**config.mk**
```make
export PLATFORM = sky130hd
export DESIGN_NAME = p_encoder_pending
export DESIGN_NICKNAME = d
export VERILOG_FILES = /design/src/rtl/p_encoder_pkg.sv /design/src/rtl/p_encoder_n.sv /design/src/rtl/p_encoder_pending.sv
export SDC_FILE = /design/constraint.sdc
export NUM_CORES = 1
export LEC_CHECK = 0
export CORE_UTILIZATION = 40
export DETAILED_ROUTE_END_ITERATION = 8
export PLACE_DENSITY = 0.77
export SLEW_MARGIN = 30
export SYNTH_ARGS = -nofsm -noshare
export SYNTH_HDL_FRONTEND = slang
export SYNTH_SLANG_ARGS = --single-unit
export TNS_END_PERCENT = 5
```
**constraint.sdc**
```tcl
create_clock -name clk -period 2.07 [get_ports clk]
set_input_delay 0.414 -clock clk [delete_from_list [all_inputs] [get_ports clk]]
set_output_delay 0.414 -clock clk [all_outputs]
set_load 0.05 [all_outputs]
```
**src/rtl/p_encoder_pkg.sv**
```systemverilog
// Shared constants and helpers for the sticky priority encoder.
// Used by p_encoder_n and p_encoder_pending.
package p_encoder_pkg;

    localparam int P_ENC_N_MAX     = 256;
    localparam int P_ENC_IDX_W_MAX = 8;

    // Index width for an n-line encoder; never narrower than one bit.
    function automatic int idx_w(input int n);
        return (n <= 2) ? 1 : $clog2(n);
    endfunction

    function automatic logic [P_ENC_N_MAX-1:0] onehot_dec(input logic [P_ENC_IDX_W_MAX-1:0] idx);
        logic [P_ENC_N_MAX-1:0] vec;
        vec      = '0;
        vec[idx] = 1'b1;
        return vec;
    endfunction

endpackage

```
**src/rtl/p_encoder_n.sv**
```systemverilog
// Combinational N-to-W priority encoder: the highest set index wins.
// idx is 0 whenever no request is set.
module p_encoder_n
    import p_encoder_pkg::*;
#(
    parameter  int N = 8,
    localparam int W = idx_w(N)
) (
    input  logic [N-1:0] req,
    output logic [W-1:0] idx,
    output logic         valid
);

    // NOTE: every always_comb output gets a default first so no path leaves it unassigned (no latch).
    always_comb begin
        idx = '0;
        for (int i = 0; i < N; i++) begin
            if (req[i]) idx = W'(i);
        end
    end

    assign valid = |req;

endmodule

```
**src/rtl/p_encoder_pending.sv**
```systemverilog
// Sticky priority encoder with valid/ready handshake and overflow flag.
// Define P_ENCODER_ROUND_ROBIN_EN for rotating priority; default is fixed priority.
module p_encoder_pending
    import p_encoder_pkg::*;
#(
    parameter  int N = 8,
    localparam int W = idx_w(N)
) (
    input  logic         clk,
    input  logic         rst,
    input  logic [N-1:0] in,
    output logic [W-1:0] e,
    output logic         v,
    input  logic         ready,
    output logic [N-1:0] pending,
    output logic         ovf
);

    logic         accept;
    logic [N-1:0] clr;
    logic [N-1:0] enc_req;
    logic [W-1:0] enc_idx;
    logic         enc_valid;

    assign accept = v & ready;
    assign clr    = accept ? N'(onehot_dec(P_ENC_IDX_W_MAX'(e))) : '0;

    // NOTE: sequential state uses non-blocking assignments so all flops update from pre-edge values.
    always_ff @(posedge clk or posedge rst) begin
        if (rst) begin
            pending <= '0;
            ovf     <= 1'b0;
        end else begin
            pending <= (pending & ~clr) | in;
            ovf     <= |(in & pending & ~clr);
        end
    end

`ifdef P_ENCODER_ROUND_ROBIN_EN
    logic [W-1:0]   ptr;
    logic [2*N-1:0] dbl;
    int             sel_sum;

    // Rotate so that pending[ptr] lands on the top (highest priority) bit.
    assign dbl     = {pending, pending};
    assign enc_req = N'(dbl >> (int'(ptr) + 1));

    always_comb begin
        sel_sum = int'(enc_idx) + int'(ptr) + 1;
        if (sel_sum >= N) sel_sum = sel_sum - N;
        e = enc_valid ? W'(sel_sum) : '0;
    end

    // The granted line becomes lowest priority.
    always_ff @(posedge clk or posedge rst) begin
        if (rst) begin
            ptr <= W'(N - 1);
        end else if (accept) begin
            ptr <= (e == '0) ? W'(N - 1) : e - W'(1);
        end
    end
`else
    assign enc_req = pending;
    assign e       = enc_idx;
`endif

    p_encoder_n #(.N(N)) u_enc (
        .req   (enc_req),
        .idx   (enc_idx),
        .valid (enc_valid)
    );

    assign v = enc_valid;

endmodule
```
Word level (Yosys, flattened, before mapping):

Cells that the tools add are included.

* register bits: 9
* input bits: 11
* output and inout bits: 13
* word-level logic and storage cells: 23

* order comparisons: 2
* muxes and demuxes: 10
* bitwise gates (word level): 6
* reductions and logical operators: 3

Operators with widths (count)
* AND 8 bit: 3
* OR reduction 8 bit: 2
* 2-to-1 mux 3 bit: 4
* < comparator 3 x 9 -> 1 bit (second input constant): 1
* 2-to-1 mux 8 bit: 1
* inverter 8 bit: 1
* bitwise OR 8 bit: 1
* 2-to-1 mux 2 bit: 2
* demux 1 bit (select 3 bit): 1
* >= comparator 3 x 1 -> 1 bit (second input constant): 1
* 2-to-1 mux 1 bit: 2
* AND 1 bit: 1
* logical AND 1 bit: 1

Depth between registers and ports, before layout:

* depth in word-level cells: 15
* depth in mapped cells: 5
* gate-level depth less buffers: 4

Cells and area by module:

A second synthesis with hierarchy kept.

* cell total of the unflattened synthesis: 58
* area total of the unflattened synthesis: 530.5 um2

By module, submodules not included
* p_encoder_pending: instances 1, cells each 46, area each 464.2 um2, sequential area each 225.2 um2
* p_encoder_n: instances 1, cells each 12, area each 66.3 um2, sequential area each 0.0 um2

Least setup slack after synthesis:

No wires, ideal clock.

* path kind: register to output
* start: reg pending[3]
* end: out e[1]
* data arrival time: 2.040 ns
* required time: 1.656 ns
* setup slack: -0.384 ns
* stages on the path, launching flop included: 3
* buffers on the path: 0
* cells stage by stage: dfrtp_1 nor2_1 o31ai_1

* longest elaborated chain between the ends: 5

RTL lines
* from (decl): RTL line p_encoder_pending.sv:15 `output logic [N-1:0] pending,`
* from (signal assigned): RTL line p_encoder_pending.sv:34 `pending <= (pending & ~clr) | in;`
* 2-to-1 mux 2 bit: RTL line p_encoder_n.sv:18 `if (req[i]) idx = W'(i);`
* 2-to-1 mux 3 bit (4 in series): RTL line p_encoder_n.sv:18
* to (decl): RTL line p_encoder_pending.sv:12 `output logic [W-1:0] e,`

Every way passes these cells.

Final worst setup path:

* start: reg pending[2]
* end: out pending[2]

No word-level cell between the ends.

==> results.json <==
{
  "synth.most_common_cell": "dfrtp_1",
  "io_pins": 24,
  "cp.required_ns": 1.66,
  "relSlewSlack": 0.666,
  "worstSetupEndpointType": "output port",
  "grt_pass1_vias": 453,
  "start_kind": "register",
  "power.leakage_nw": 0.341,
  "setup_violations": 0,
  "path_max_fanout": 7,
  "grt.overflow.total": 0,
  "synth_flop_cell": "dfrtp_1",
  "hold_viol_final": 0,
  "rsz0062_at_grt": "false",
  "clkTransAtPathRegs_ns": 0.07,
  "power_frac_comb": 0.205,
  "nets": 101,
  "grt_pass1_wl_mm": 2.03,
  "wl_per_cell_um": 12.6,
  "synth.distinct_cells": 26,
  "fin_worst_skew_ns": 0.00391,
  "met1_usage": 0.284,
  "worstHoldPathType": "in -> async",
  "die_x_um": 39.0,
  "cp_data_arrival_time_ns": 1.57,
  "fmax_ghz": 0.504,
  "io_buffers": 23,
  "cap_viol_max_count": 0,
  "syn_area_sq_um": 548,
  "grtUsageMet3": 0.0867,
  "clk_latency_ns": 0.27,
  "seqPwrFrac": 0.450,
  "use_met2": 0.283,
  "cts_root_buffer": "clkbuf_4",
  "internal_power_mw": 0.291,
  "power.total_mw": 0.412,
  "post-route-drc-count": 0,
  "start_util": 0.462,
  "drive_above_1_share": 0.236,
  "grt_max_degree": 10,
  "rows": 12,
  "period_needed_ns": 1.99,
  "vias": 558,
  "cellPowerDensity_nw_per_um2": 492,
  "max_stage_delay_ns": 0.84,
  "core_sq_um": 1190,
  "async_flop_share": 1.00,
  "ys_seq_area_frac": 0.411,
  "syn_avg_cell_area_sq_um": 9.13,
  "grt_busiest_layer": "met1",
  "cts_setup_buffers": 0,
  "status": "completed",
  "power.share.clock": 0.346,
  "worst-path-buf-inv": 1,
  "postSynthCellCount": 60,
  "yosys.area.top_type": "dfrtp_1",
  "path_class": "reg -> out",
  "timing.rr.start": "pending[5]",
  "area_growth_pct": 52.7,
  "dpl.hpwl_um": 993,
  "cp_top_family": "buffers and inverters",
  "numClockSinks": 9,
  "cts_hold_buf": 0,
  "gp_congestion": 0.775,
  "ys_seq_elements": 9,
  "synthTopCellsByCount": "9 x dfrtp_1, 6 x nor2_1, 5 x nand2_1, 5 x nand2b_1",
  "finalWirelength_mm": 1.30,
  "htreeDepth": 1,
  "p_sw_frac": 0.295,
  "cts_buffer_depth": 2,
  "rrSetupSlack_ns": 0.45,
  "route.antenna.remaining_nets": 0,
  "slew_violations": 0,
  "antenna_found_initial": 0,
  "fp.dieH_um": 39.0,
  "fin_crit_sh": 0.959,
  "first_pass_iters": 4,
  "cts_buffers": 3,
  "post_cts_resize_count": 0,
  "tns_ns": 0,
  "r2r-end": "pending[1]",
  "ff2ff_path_depth": 4,
  "ys_warn_count": 0,
  "path_cells": "clkdlybuf4s50_1",
  "cts_tree": "done",
  "worst_pin_slew_ns": 0.499,
  "drt-initial-drc-count": 19,
  "synthTopCellsByArea": "dfrtp_1 41%, nand2b_1 5.7%, a21o_1 4.1%",
  "gr-usage-all-layers": 0.207,
  "synth_top_area_frac": 0.411,
  "vdd_drop_max_uv": 351,
  "avgViaCountPerCell": 5.42,
  "power_switching_mw": 0.122,
  "synth-edff-count": 0,
  "die_area_sq_um": 1520,
  "synthesis.nets": 71,
  "diodes": 0,
  "worst_path_max_delay_cell": "clkdlybuf4s50_1"
}
## cell families after synthesis
kind of cell           share of synthesized area
AO/OA/AOI/OAI                              0.267
AND/OR/NAND/NOR                            0.274
buffers and inverters                     0.0479
flip-flops                                 0.411
## final cells by class
cell class / instances / area [sq um]
clock buffer: 3 / 22.5
tap: 14 / 17.5
clock inverter: 1 / 5.00
sequential: 9 / 225
inverter: 4 / 15.0
fill: 107 / 349
timing repair buffer: 26 / 250
multi-input combinational: 46 / 302
## layer usage
metal	vias up	share of wire
li1	279	-
met1	261	0.49
met2	18	0.45
met3	0	0.055
met4	0	0
met5	-	0
## stage by stage
stage / instance area (sq um) / std cells / hold slack (ns) / util / worst slack (ns)
after floorplan: 553 / 60 / 0.242 / - / 0.0368
after global placement: 807 / 99 / 0.542 / 0.680 / 0.345
after detailed placement: 807 / 99 / 0.545 / 0.680 / 0.296
after CTS: 835 / 103 / 0.421 / 0.704 / 0.0391
after global routing: 837 / 103 / 0.435 / 0.706 / 0.0107
final: 837 / 103 / 0.414 / 0.706 / 0.0845
## worst reg2reg max path: stages (launching register included)
cell,delay [ns]
dfrtp_1,0.49
nor4_4,0.44
nand2_2,0.13
a211o_1,0.28
a21o_1,0.17
## flip-flops by register name, indices dropped and copies added, names as in the netlist
| name | count |
|---|---|
| ovf | 1 |
| pending | 8 |
## power groups by stage
| stage | clock (mW) | combinational, mW | sequential, mW |
|---|---|---|---|
| floorplan | 0 | 0.0361 | 0.198 |
| global placement | 0 | 0.0839 | 0.189 |
| detailed placement | 0 | 0.0844 | 0.189 |
| CTS | 0.150 | 0.0847 | 0.185 |
| global route | 0.160 | 0.0913 | 0.186 |
| finish | 0.143 | 0.0843 | 0.185 |
## how the worst max path moves through the flow
stage,start,endpoint,slack [ns],cells after the start
after floorplan,pending[3],e[1],0.04,2
after global placement,ready,ovf,0.34,5
after detailed placement,ready,ovf,0.30,5
after CTS,pending[4],pending[4],0.04,1
after global routing,pending[1],e[0],0.01,4
final,pending[2],pending[2],0.08,1
## layout by cell type (no fill, tap or decap)
master	count
o211ai_1	1
a21oi_1	2
a41o_1	1
nand2b_1	5
nor4_4	1
nor3_1	1
buf_12	1
a21boi_0	1
a211o_1	1
o21ai_0	4
a21o_2	2
o31ai_2	1
nor2b_1	1
and2_2	1
nand3_1	1
clkinv_2	1
nor2_1	6
nor4_1	1
nand2_2	1
a22oi_1	1
clkbuf_4	3
dlymetal6s2s_1	1
nand2_1	5
o211a_1	2
inv_1	4
a21o_1	3
clkdlybuf4s50_1	15
dfrtp_1	9
and3_2	1
nand4_1	2
buf_4	9
o31ai_1	1
Note: power is estimated with default switching activity, not from simulation.
